$ cat src/rtl/j_addr_pkg.sv
// Shared types and default widths for the Jerry DSP address stepper.
package j_addr_pkg;

  localparam int unsigned DefAw = 23;
  localparam int unsigned DefSw = 3;
  localparam int unsigned DefCw = 16;

  typedef enum logic {
    StIdle,
    StRun
  } state_e;

endpackage

$ cat src/rtl/j_addr_wrapcalc.sv
// Combinational next-address calculation: borrow-aware subtract with optional window correction.
module j_addr_wrapcalc
  import j_addr_pkg::*;
#(
  parameter int unsigned AW = DefAw,
  parameter int unsigned SW = DefSw
) (
  input  logic [AW-1:0] addr,
  input  logic [SW-1:0] amt,
  input  logic [AW-1:0] base,
  input  logic [AW-1:0] top,
  input  logic          ring_en,
  output logic [AW-1:0] next,
  output logic          wrap,
  output logic          borrow
);

  logic [AW:0]   diff;
  logic [AW-1:0] win;
  logic [AW-1:0] fixed;
  logic          below;

  assign diff   = {1'b0, addr} - {{(AW + 1 - SW){1'b0}}, amt};
  assign borrow = diff[AW];

  // A borrow means the true difference is negative, hence below any base.
  assign below = borrow | (diff[AW-1:0] < base);
  assign win   = top - base + {{(AW - 1){1'b0}}, 1'b1};
  assign fixed = diff[AW-1:0] + win;

  always_comb begin
    next = diff[AW-1:0];
    wrap = borrow;
    if (ring_en) begin
      wrap = below;
      if (below) begin
        next = fixed;
      end
    end
  end

endmodule

$ cat src/rtl/j_addr_stepper.sv
// Registered address stepper: decrements a byte address per accepted step, linear or circular,
// for a programmed number of steps.
module j_addr_stepper
  import j_addr_pkg::*;
#(
  parameter int unsigned AW = DefAw,
  parameter int unsigned SW = DefSw,
  parameter int unsigned CW = DefCw
) (
  input  logic          sys_clk,
  input  logic          reset,
  input  logic          ld,
  input  logic [AW-1:0] ld_addr,
  input  logic [CW-1:0] ld_cnt,
  input  logic          ring_en,
  input  logic [AW-1:0] base,
  input  logic [AW-1:0] top,
  input  logic [SW-1:0] amt,
  input  logic          step_vld,
  output logic          step_rdy,
  output logic [AW-1:0] addr,
  output logic [CW-1:0] cnt,
  output logic          wrap,
  output logic          uflow,
  output logic          done
);

  state_e        state_q, state_d;
  logic [AW-1:0] addr_q, addr_d;
  logic [CW-1:0] cnt_q, cnt_d;
  logic          wrap_q, wrap_d;
  logic          uflow_q, uflow_d;
  logic          done_q, done_d;

  logic [AW-1:0] calc_next;
  logic          calc_wrap;
  logic          calc_borrow;
  logic          accept;

  j_addr_wrapcalc #(
    .AW(AW),
    .SW(SW)
  ) u_wrapcalc (
    .addr   (addr_q),
    .amt    (amt),
    .base   (base),
    .top    (top),
    .ring_en(ring_en),
    .next   (calc_next),
    .wrap   (calc_wrap),
    .borrow (calc_borrow)
  );

  // ld takes priority, so a colliding step is never acknowledged.
  assign step_rdy = (state_q == StRun) & ~ld;
  assign accept   = step_vld & step_rdy;

  always_comb begin
    state_d = state_q;
    addr_d  = addr_q;
    cnt_d   = cnt_q;
    uflow_d = uflow_q;
    wrap_d  = 1'b0;
    done_d  = 1'b0;
    if (ld) begin
      addr_d  = ld_addr;
      cnt_d   = ld_cnt;
      uflow_d = 1'b0;
      state_d = (ld_cnt != '0) ? StRun : StIdle;
    end else if (accept) begin
      addr_d = calc_next;
      cnt_d  = cnt_q - {{(CW - 1){1'b0}}, 1'b1};
      wrap_d = calc_wrap;
      if (calc_borrow && !ring_en) begin
        uflow_d = 1'b1;
      end
      if (cnt_q == {{(CW - 1){1'b0}}, 1'b1}) begin
        state_d = StIdle;
        done_d  = 1'b1;
      end
    end
  end

  always_ff @(posedge sys_clk) begin
    if (reset) begin
      state_q <= StIdle;
      addr_q  <= '0;
      cnt_q   <= '0;
      wrap_q  <= 1'b0;
      uflow_q <= 1'b0;
      done_q  <= 1'b0;
    end else begin
      state_q <= state_d;
      addr_q  <= addr_d;
      cnt_q   <= cnt_d;
      wrap_q  <= wrap_d;
      uflow_q <= uflow_d;
      done_q  <= done_d;
    end
  end

  assign addr  = addr_q;
  assign cnt   = cnt_q;
  assign wrap  = wrap_q;
  assign uflow = uflow_q;
  assign done  = done_q;

endmodule

$ cat config.mk
export PLATFORM = sky130hd
export DESIGN_NAME = j_addr_stepper
export DESIGN_NICKNAME = d
export VERILOG_FILES = /design/src/rtl/j_addr_pkg.sv /design/src/rtl/j_addr_wrapcalc.sv /design/src/rtl/j_addr_stepper.sv
export SDC_FILE = /design/constraint.sdc
export NUM_CORES = 1
export LEC_CHECK = 0
export ABC_AREA = 1
export CAP_MARGIN = 30
export CORE_ASPECT_RATIO = 1.2
export CORE_MARGIN = 1.5
export CORE_UTILIZATION = 52
export CTS_CLUSTER_SIZE = 8
export DETAILED_ROUTE_END_ITERATION = 8
export PLACE_DENSITY = 0.83
export SYNTH_ARGS = -nofsm -noshare
export SYNTH_HDL_FRONTEND = slang
export SYNTH_SLANG_ARGS = --single-unit
$ cat constraint.sdc
create_clock -name sys_clk -period 5.93 [get_ports sys_clk]
set_input_delay 1.779 -clock sys_clk [delete_from_list [all_inputs] [get_ports sys_clk]]
set_output_delay 1.779 -clock sys_clk [all_outputs]
set_load 0.01 [all_outputs]
**Word level (Yosys, flattened, before mapping)**

Index checks and enable logic that the tools add are counted.
Widths: inputs -> output; s select.

- Bitwise logic cells: 5
- Reduce and logical (&&, ||, !) cells: 9
- $add $sub $neg: 5
- Equality and inequality tests: 1
- Muxes and demuxes: 12
- $lt $le $gt $ge: 1

Operator list:

| operator | number |
|---|---|
| $mux 23 | 4 |
| $mux 16 | 2 |
| $sub 23x3->24 | 1 |
| $add 23x1->23 const B | 1 |
| $add 23x23->23 | 1 |
| $lt 23x23->1 | 1 |
| $sub 23x23->23 | 1 |
| $eq 16x1->1 const B | 1 |
| $reduce_bool 16->1 | 1 |
| $sub 16x1->16 const B | 1 |
| $mux 1 | 6 |
| $reduce_and 2->1 | 2 |
| $reduce_bool 2->1 | 2 |
| $reduce_or 3->1 | 1 |
| $and 1x1->1 | 2 |
| $not 1->1 | 2 |
| $reduce_or 2->1 | 1 |
| $logic_and 1x1->1 | 1 |
| $logic_not 1->1 | 1 |
| $or 1x1->1 | 1 |

- Bits of input ports: 93
- Output and inout port bits: 43
- Register bits: 43

**Depth between registers and ports, before layout**

Gate-level depths: netlist of run 1.

- Word-level depth: 7
- Depth in mapped cells: 27

**By module**

A second synthesis of run 1 with hierarchy kept.

- Cell total of the unflattened synthesis: 979
- Area total of the unflattened synthesis: 6013.3 um^2

Modules (own cells, without submodules):

| module | cells each | area each (um^2) | sequential area each (um^2) | times used |
|---|---|---|---|---|
| j_addr_wrapcalc | 606 | 3633.5 | 0.0 | 1 |
| j_addr_stepper | 373 | 2379.8 | 860.8 | 1 |

**Least setup slack after synthesis of run 1**

OpenSTA, ideal clock, no wires.

- Path kind: input to register
- Start: input amt[2]
- End: register addr_q[17] (netlist: addr[17])
- Library setup time: 136 ps
- Data arrival time: 4814 ps
- Slack: 979 ps
- Stages: 23
- Required time: 5794 ps
- Path through: inv_1 > ha_1 > a21oi_2 > nand2_1 > nor3_4 > nand3_1 > xnor2_1 > inv_1 > fa_1 > inv_1 > ha_1 > nand2_1 > inv_1 > a21oi_1 > inv_1 > a21oi_1 > nand3_1 > nand2_1 > nand2_1 > nand2_1 > nand3_1 > nand2_1 > a21oi_2

- Cells in the longest elaborated chain, start to end: 7
- Elaborated cells on any way between the ends: 8
- Those cells by class: add/sub (2); order compare (1); mux (4); bitwise (1)

Ends and longest elaborated chain:

| item | line | text |
|---|---|---|
| start: declaration | j_addr_stepper.sv:18 | `input logic [SW-1:0] amt,` |
| $sub 23x3->24 * | j_addr_wrapcalc.sv:23 | `assign diff = {1'b0, addr} - {{(AW + 1 - SW){1'b0}}, amt};` |
| $lt 23x23->1 | j_addr_wrapcalc.sv:27 | `assign below = borrow \| (diff[AW-1:0] < base);` |
| $or 1x1->1 | j_addr_wrapcalc.sv:27 |  |
| $mux 23 | j_addr_wrapcalc.sv:36 | `if (below) begin` |
| $mux 23 * | j_addr_wrapcalc.sv:34 | `if (ring_en) begin` |
| $mux 23 * | j_addr_stepper.sv:70 | `end else if (accept) begin` |
| $mux 23 * | j_addr_stepper.sv:65 | `if (ld) begin` |
| end signal: assignment | j_addr_stepper.sv:94 | `addr_q <= addr_d;` |
| end: declaration | j_addr_stepper.sv:29 | `logic [AW-1:0] addr_q, addr_d;` |

Mark *: on every way between the ends. The rest lies on a longest branch, timed or not. The select of a mux whose other input is x is not followed.
A chain may end at the register's enable or synchronous reset.

**Worst setup path in the final report of run 1**

- Start: input amt[2]
- End: register addr_q[20] (netlist: addr[20])

The elaborated chain is that of the path after synthesis.

==> run summary, run 1 <==
The path class of the tightest hold or removal check is reg -> reg. The most utilized layer in the global route result is met2. The number of buffers added by the clock tree synthesis step is 5.

The worst voltage drop across the vdd grid came out at 175.6 uV. For this run, the detailed router's first-pass iteration total came to 5. The finished layout cell area came out at 0.007610 mm2. In the synthesized netlist the async set-or-reset flop fraction comes to 0%. The net count of the mapped netlist is 1137. The length in cells of the worst reg-to-reg path is 22.

The period utilization came out at 94.59%. The number of antenna-violating nets in the routed design came out at 0. The total via count after detailed routing came out at 6497. The fraction of the mapped netlist area in compound gates is 9.591%. The start point of the worst min-delay path is cnt[1]. The fraction of synthesized cell area taken by the top area cell type came out at 20.45%. After detailed routing, the number of vias per cell comes to 5.198. The total of hold buffers inserted after clock tree synthesis came out at 0. In the final routed layout, each cell accounts on average for 14.82 um.

The die extent in x is 99.56 um. The count of port buffers added during placement is 135. The number of fill cells came out at 1046. The hold slack is 496.8 ps. The total clock sinks is 43. In this run, synthesis produced a sequential element count of 43. The predominant post-synthesis flop cell is sky130_fd_sc_hd__dfxtp_1. The adder and majority gate portion of the synthesized area is 18.45%. The minimum period implied by the final worst setup slack is 5609 ps.

The number of remaining DRC errors came out at 0. After clock tree synthesis, the clock-pin slew on the worst setup and hold paths is 60 ps. The number of nets in the finished design is 1282. The commonest cells after synthesis are sky130_fd_sc_hd__nand2_1, sky130_fd_sc_hd__inv_1, sky130_fd_sc_hd__nor2_1, sky130_fd_sc_hd__nand3_1, sky130_fd_sc_hd__ha_1.

For the pin with the worst max-slew slack, the measured transition is 581.1 ps. For this run, the number of Yosys warnings is 0. The number of design-rule violations left by the first detailed-router iteration came out at 412.

The flow ran to the end, and the final reports show no timing, DRC or antenna violations. The number of global-route vias before repair came out at 6301. The die height came out at 118.9 um.

Yosys mapped a number of flops with a built-in enable equal to 0. Across the run, the number of max-cap violations was 0. By area, the combinational part of the netlist is dominated by simple AND/OR/NAND/NOR gates. The site row count is 42. The final estimated routing congestion in global placement came out at 0.9818. The initial utilization of the core area, before any placement, comes to 52.97%. The overall fraction of global-route tracks in use is 31.59%. The core region is 0.01098 mm2.

The pin count of the biggest net entering global routing is 49. The setup TNS after final layout came out at 0 ps. The insertion delay to the later sink of the worst-skew pair is 290 ps.

The number of antenna diodes in the final layout is 0. Synthesis instantiated 40 different standard cells from the library. The final routed wirelength across all metal layers is 18.52 mm. The simple-gate share of the synthesized area is 39.14%. In this run the critical register-to-register path is launched from addr[0]. The total number of H-tree levels is 2. The data required time at the worst endpoint is 6150 ps. The HPWL after detailed placement is 15.36 mm.

Summed over all instances, the cell type with the most area after synthesis is sky130_fd_sc_hd__nand2_1. The gate count after technology mapping came out at 972. Counting along the longest clock path gives a buffer depth of 2. The maximum fanout count along the critical path is 5. The most common cell in the synthesized netlist is sky130_fd_sc_hd__nand2_1.

Setup repair after global routing left no endpoint under its margin. The area growth from synthesis to final layout is 30.80%. The share of cells above drive strength 1 is 6.887%. The total power consumption of the routed design came out at 2.529 mW. The share of synthesized area spent on multiplexers came out at 0%.

The count of final max-slew check failures is 0. Yosys attributes the largest share of cell area to sky130_fd_sc_hd__nand2_1, sky130_fd_sc_hd__dfxtp_1, sky130_fd_sc_hd__ha_1, sky130_fd_sc_hd__inv_1, sky130_fd_sc_hd__nor2_1. The remaining global-route overflow is 0. In this run the critical register-to-register path is captured at addr[20].

The area after detailed placement is 0.007423 mm2. STA classifies the critical path endpoint as a flop. Timing would allow up to 178.3 MHz. The global-route wire length before repair is 29.88 mm.

The sequential share of the synthesized area came out at 14.80%. The internal reg-to-reg setup slack came out at 1860 ps. The total setup violations reported at the end of the flow is 0. The worst hold path passes through 2 cells. The met1 layer usage reported by global route came out at 38.44%. The critical path arrival came out at 5830 ps. Summing the areas of all xor and xnor instances in the mapped netlist gives 5.720% of the synthesized area.

The floorplan step defined a die boundary enclosing 0.01183 mm2. The met2 usage in global routing came out at 57.96%. For met3 alone, demand over resource in global routing was 3.991%. The hold path endpoint is cnt[1]. The library cell used as clock root buffer is sky130_fd_sc_hd__clkbuf_16. The initial antenna violation count came out at 0. The worst setup path is launched from an input pin. The final hold violation count came out at 0. The cell area after synthesis is 0.005818 mm2.

Pin placement for this block handled 136 I/O pins. The total leakage power came out at 3.862 nW. The critical path is of the in -> reg type. The synthesized area divided by synthesized cell count came out at 5.986 um2.

The CTS tree is done. The power density over the cells came out at 332.3 mW/mm2. The worst-case clock skew is 4.056 ps. The worst slew margin relative to its limit came out at 61.26%.
per-layer routing:
layer,vias to the layer above,wire (um),part of all wire (%)
met5,-,0,0
li1,3315,-,-
met1,2947,7727,42
met2,202,9315,50
met3,33,1102,6.0
met4,0,376,2.0
how the worst max path moves through the flow:
stage	cells after the start	to	from	slack [ps]
6_report	24	addr[20]	amt[2]	320
2_1_floorplan	23	addr[17]	amt[2]	980
5_1_grt	27	addr[19]	amt[0]	9
3_5_place_dp	23	addr[20]	amt[0]	-100
4_1_cts	23	addr[20]	amt[0]	150
3_3_place_gp	23	addr[20]	amt[0]	-110
area by class of cell:
type / instances / area, um2 / share of cell area [%]
clock buffers: 7 / 132.6 / 1.743
clock inverters: 1 / 5.005 / 0.06577
flip-flops and latches: 43 / 860.8 / 11.31
inverters: 162 / 609.3 / 8.007
multi-input cells: 745 / 4283 / 56.28
repair buffers: 160 / 1554 / 20.42
well taps: 132 / 165.2 / 2.170
critical path, cell delays in order:
cell                              delay (ps)
sky130_fd_sc_hd__clkdlybuf4s50_1         450
sky130_fd_sc_hd__inv_1                    40
sky130_fd_sc_hd__ha_1                    350
sky130_fd_sc_hd__a21oi_2                 130
sky130_fd_sc_hd__nand2_1                 130
sky130_fd_sc_hd__nor3_4                  280
sky130_fd_sc_hd__buf_4                   180
sky130_fd_sc_hd__buf_4                   120
sky130_fd_sc_hd__nand2_1                  50
sky130_fd_sc_hd__nand2_1                  60
sky130_fd_sc_hd__nand2_1                  40
sky130_fd_sc_hd__inv_1                   100
sky130_fd_sc_hd__fa_1                    460
sky130_fd_sc_hd__ha_1                    410
sky130_fd_sc_hd__nand2_1                 120
sky130_fd_sc_hd__nor2_1                  150
sky130_fd_sc_hd__inv_1                    80
sky130_fd_sc_hd__nor2_2                  130
sky130_fd_sc_hd__nand4_1                 200
sky130_fd_sc_hd__nand4_1                 170
sky130_fd_sc_hd__nand3_2                 110
sky130_fd_sc_hd__nand2_1                 120
sky130_fd_sc_hd__nand2_1                  70
sky130_fd_sc_hd__a21oi_2                 120
sequential cells by signal, summed over array words and instances (netlist names):
| name | flops |
|---|---|
| addr | 23 |
| cnt | 16 |
| done | 1 |
| state_q | 1 |
| uflow | 1 |
| wrap | 1 |
cell usage in the layout, fill, tap and decap left out, types with 3 or more instances in the layout:
master and count:
sky130_fd_sc_hd__o21ai_0 7, sky130_fd_sc_hd__a22oi_1 3, sky130_fd_sc_hd__ha_1 48, sky130_fd_sc_hd__a21oi_1 36, sky130_fd_sc_hd__nand2_2 3, sky130_fd_sc_hd__nand4_1 18
sky130_fd_sc_hd__nand3b_1 3, sky130_fd_sc_hd__nor2_2 4, sky130_fd_sc_hd__nor2_4 3, sky130_fd_sc_hd__nand3_1 59, sky130_fd_sc_hd__buf_4 24, sky130_fd_sc_hd__nor3_1 4
sky130_fd_sc_hd__a21oi_2 22, sky130_fd_sc_hd__or2_2 3, sky130_fd_sc_hd__nand2_1 316, sky130_fd_sc_hd__a31oi_1 10, sky130_fd_sc_hd__fa_1 23, sky130_fd_sc_hd__nor4_1 4
sky130_fd_sc_hd__inv_1 160, sky130_fd_sc_hd__nor2_1 123, sky130_fd_sc_hd__xnor2_1 10, sky130_fd_sc_hd__xor2_1 26, sky130_fd_sc_hd__nand3_2 3, sky130_fd_sc_hd__dfxtp_1 43
sky130_fd_sc_hd__clkbuf_16 5, sky130_fd_sc_hd__clkdlybuf4s50_1 134
repair_timing:
action,CTS,global route
buffers inserted,0,2
gates resized for setup,0,8
endpoints found under the setup margin,0,5
where the power goes:
part | switching (mW) | internal, mW
sequential | 0.0474 | 0.319
combinational | 1.16 | 0.732
clock | 0.113 | 0.156
total | 1.32 | 1.21
cells by family after synthesis:
| kind of cell | count (synthesis) |
|---|---|
| and+or+nand+nor | 548 |
| buffers and inverters | 184 |
| AOI/OAI and AO/OA | 87 |
| adders and majority gates | 72 |
| DFF | 43 |
| xor gates and xnor gates | 38 |
through the flow:
| stage | setup WS (ps) | util [%] | std cells |
|---|---|---|---|
| 2_1_floorplan | 979.4 | - | 972 |
| 3_3_place_gp | -114.3 | 67.34 | 1239 |
| 6_report | 321.0 | 69.29 | 1250 |
| 3_5_place_dp | -100.1 | 67.59 | 1240 |
| 4_1_cts | 151.4 | 68.84 | 1248 |
| 5_1_grt | 8.991 | 69.29 | 1250 |
Power figures use the tool's default switching activity.
==> run 2: changes to the inputs <==
Settings changed: CORE_UTILIZATION 52 to 53, PLACE_DENSITY 0.83 to 0.84, SYNTH_HIERARCHICAL set to 1.
==> run 2 against run 1 <==
Effect of this change:
- synthesized cell count increased by 0.72%
- final cell count barely moved
- sequential power rose by 4%
- sequential share of layout area shrank 0.20 points
- clock-buffer cell count shrank 1
- total power up 33%
- via count grew 3.0%
- combinational power grew 41%
- highest routed layer unchanged
- largest cell class unchanged
==> run summary, run 2 <==
By area, the combinational part of the netlist is dominated by simple AND/OR/NAND/NOR gates. The total leakage power is 3.864 nW. The worst setup path is of the in -> reg kind.

The final hold violation count came out at 0. The later pin in the worst-skew pair is clocked with a latency of 280 ps. The floorplan die area is 0.01200 mm2. The effective utilization at floorplan is 54.49%. The library cells used most frequently in the layout, excluding fill and tap cells, are sky130_fd_sc_hd__nand2_1, sky130_fd_sc_hd__inv_1, sky130_fd_sc_hd__clkdlybuf4s50_1. The minimum period implied by the final worst setup slack is 5732 ps. Counting instances in the post-synthesis netlist gives the leading cell types as sky130_fd_sc_hd__nand2_1, sky130_fd_sc_hd__inv_1, sky130_fd_sc_hd__nor2_1, sky130_fd_sc_hd__a21oi_1, sky130_fd_sc_hd__ha_1.

The maximum fanout count along the critical path came out at 6. The most common cell in the synthesized netlist is sky130_fd_sc_hd__nand2_1. The synthesis warning total is 6. Internal power comes to 1.552 mW. The synthesized area divided by synthesized cell count came out at 6.142 um2. The remaining global-route overflow came out at 0. Of all cell types, the one taking the most synthesized area is sky130_fd_sc_hd__nand2_1. After synthesis, the largest area contributor takes up 20.22% of total cell area. The worst-case IR drop observed on VDD is 283.8 uV. The predominant post-synthesis flop cell is sky130_fd_sc_hd__dfxtp_1. Summed over all layers, the routed wires come to 18.81 mm.

The number of maximum-capacitance violations came out at 0. The tree built by TritonCTS fans out to 43 sinks. The switching component of the power came out at 1.816 mW. The share of cells above drive strength 1 is 7.685%. The count of final max-slew check failures was 0. The mapped netlist covers 0.006013 mm2. The share of synthesized area spent on multiplexers came out at 0%. Counting the buffers created by CTS gives 5. The core region is 0.01104 mm2.

The worst-case clock skew came out at 2.995 ps. The total power consumption of the routed design came out at 3.368 mW. The die is 100.2 um wide. The count of port buffers added during placement came out at 135. The worst setup path is launched from an input pin. The register with the most flip-flops in the layout has 23 of them. The number of nets in the synthesized netlist is 1144.

The total number of H-tree levels came out at 2. The most frequent standard cell in the layout excluding fill and tap cells is sky130_fd_sc_hd__nand2_1. The fraction of the mapped netlist area in compound gates came out at 12.96%.

In this run the worst hold path is classified as reg -> reg. Of the total power, registers draw 11.3%. Counting flops and latches in the post-synthesis netlist gives 43. The critical path arrival is 5870 ps. The clock network accounts for 9.6% of the total power. The number of enable-type register cells in the synthesized netlist is 0.

Sorting the synthesized cells by area gives the leading types as sky130_fd_sc_hd__nand2_1, sky130_fd_sc_hd__dfxtp_1, sky130_fd_sc_hd__ha_1, sky130_fd_sc_hd__inv_1, sky130_fd_sc_hd__fa_1. The clock transition at the register clock pins on the worst setup and hold paths after CTS came out at 60 ps. The unique cell type count in the Yosys netlist is 39. Once detail routing completed, the nets flagged for antenna violations numbered 0. The number of remaining DRC errors is 0. Data on the critical path is required at its endpoint by 6070 ps.

The number of antenna diodes in the final layout is 0. The power share of the combinational group came out at 79.1%. The CTS tree is done. Hold is met by 489.1 ps. The sequential share of the synthesized area came out at 14.32%. The site row count is 42. In the synthesized netlist the async set-or-reset flop fraction comes to 0%.

The final estimated routing congestion in global placement came out at 0.9790. The number of global-route vias before repair came out at 6439. The pin count of the biggest net entering global routing is 66.

The gate count after technology mapping came out at 979. The detailed router finished its first iteration with 353 violations. The vias per cell came out at 5.348.

Static timing analysis puts the maximum clock frequency at 174.5 MHz. The routed wire length per instance is 15.04 um. The adder and majority gate portion of the synthesized area came out at 17.85%. The number of buffers on the longest clock path is 2. The worst pin sits at a relative slew slack of 37.55%. The detailed-router iteration count before antenna repair came out at 7. The initial antenna violation count came out at 0. The xor and xnor area share after synthesis is 5.722%.

The die height is 119.7 um. The total via count after detailed routing is 6690. The category of the worst setup path capture point is a flop. The global-route wire length before repair is 30.37 mm.

The simple-gate share of the synthesized area came out at 37.20%. Net switching is 53.93% of the power. The period utilization came out at 96.67%.

The flow ran to the end, and the final reports show no timing, DRC or antenna violations. The transition time of the tightest slew-check pin came out at 934.5 ps. Summed over all nets, the half-perimeter wirelength after detailed placement is 15.30 mm. The library cell used as clock root buffer is sky130_fd_sc_hd__clkbuf_16. The area growth from synthesis to layout is 28.88%. In this run the power density over the cells is 434.6 mW/mm2. Setup violations remaining at the end of the flow were counted as 0. The number of primary I/O pins came out at 136. The net count of the finished layout is 1283. The overall fraction of global-route tracks in use is 31.62%.
-- run 2: critical path, cell delays in order --
cell and delay [ps]:
sky130_fd_sc_hd__clkdlybuf4s50_1 400, sky130_fd_sc_hd__ha_2 220, sky130_fd_sc_hd__fa_2 400, sky130_fd_sc_hd__nor2_4 180
sky130_fd_sc_hd__nor2_4 70, sky130_fd_sc_hd__nand2_2 110, sky130_fd_sc_hd__xor2_1 290, sky130_fd_sc_hd__inv_1 130
sky130_fd_sc_hd__fa_1 450, sky130_fd_sc_hd__ha_1 410, sky130_fd_sc_hd__nand2_1 100, sky130_fd_sc_hd__inv_1 90
sky130_fd_sc_hd__nand2_1 100, sky130_fd_sc_hd__nor3_2 200, sky130_fd_sc_hd__nand4_1 250, sky130_fd_sc_hd__nand3_1 160
sky130_fd_sc_hd__nand2_1 50, sky130_fd_sc_hd__nand3_1 80, sky130_fd_sc_hd__nand2_1 100, sky130_fd_sc_hd__nand2_1 90
sky130_fd_sc_hd__nand2_1 50, sky130_fd_sc_hd__o21ai_1 70, sky130_fd_sc_hd__a21oi_1 70
-- run 2: logic make-up after synthesis --
kind of cell | Yosys count
flip-flops | 43
buffers and inverters | 175
XOR/XNOR | 35
AND/OR/NAND/NOR | 512
adder cells (fa/ha/maj) | 72
AO/OA/AOI/OAI | 142
-- run 2: cell type report --
type | instances | area (um2)
sequential | 43 | 860.8
clock buffer | 6 | 138.9
tap | 132 | 165.2
timing repair buffer | 158 | 1519
multi-input combinational | 761 | 4472
inverter | 149 | 559.3
clock inverter | 2 | 35.03
fill | 997 | 3286
-- run 2: metal layers --
metal / wire [um] / vias up / GRT usage (%)
li1: - / 3373 / -
met1: 7606 / 3021 / 38.34
met2: 9467 / 249 / 57.48
met3: 1121 / 47 / 3.203
met4: 616 / 0 / 10.92
met5: 0 / - / 0
-- run 2: repair_timing --
item / in CTS / in global routing
buffers inserted: 0 / 2
hold buffers: 0 / 0
endpoints found under the setup margin: 0 / 6
gates resized for setup: 0 / 9
-- run 2: worst paths after layout --
kind,startpoint,endpoint,slack [ps],depth (start not counted)
max,amt[0],addr[18],200,23
min,addr[0],addr[0],490,2
max reg2reg,addr[0],addr[18],1690,23
min reg2reg,addr[0],addr[0],490,2
-- run 2: metrics by stage --
step	cell area (um2)	cells	TNS (ps)	util, %	worst slack [ps]
finish	7750	1251	0	70.23	197.7
global route	7750	1251	-60.20	70.23	-37.30
CTS	7697	1249	0	69.75	73.29
detailed placement	7523	1241	-278.2	68.17	-226.8
global placement	7523	1241	-150.2	68.17	-150.2
floorplan	6013	979	0	-	835.9
-- run 2: power groups by stage --
stage	sequential, mW	clock (mW)	combinational, mW
after global placement	0.383	0	2.54
after detailed placement	0.384	0	2.56
after global routing	0.386	0.338	2.97
after floorplan	0.387	0	1.81
after CTS	0.378	0.325	2.58
final	0.381	0.322	2.67
==> run 3: changes to the inputs <==
Settings changed: CTS_CLUSTER_DIAMETER set to 40, SKIP_CTS_REPAIR_TIMING set to 1.
==> results of run 3 <==
Final layout, timing and power as in run 2 (identical DEF).
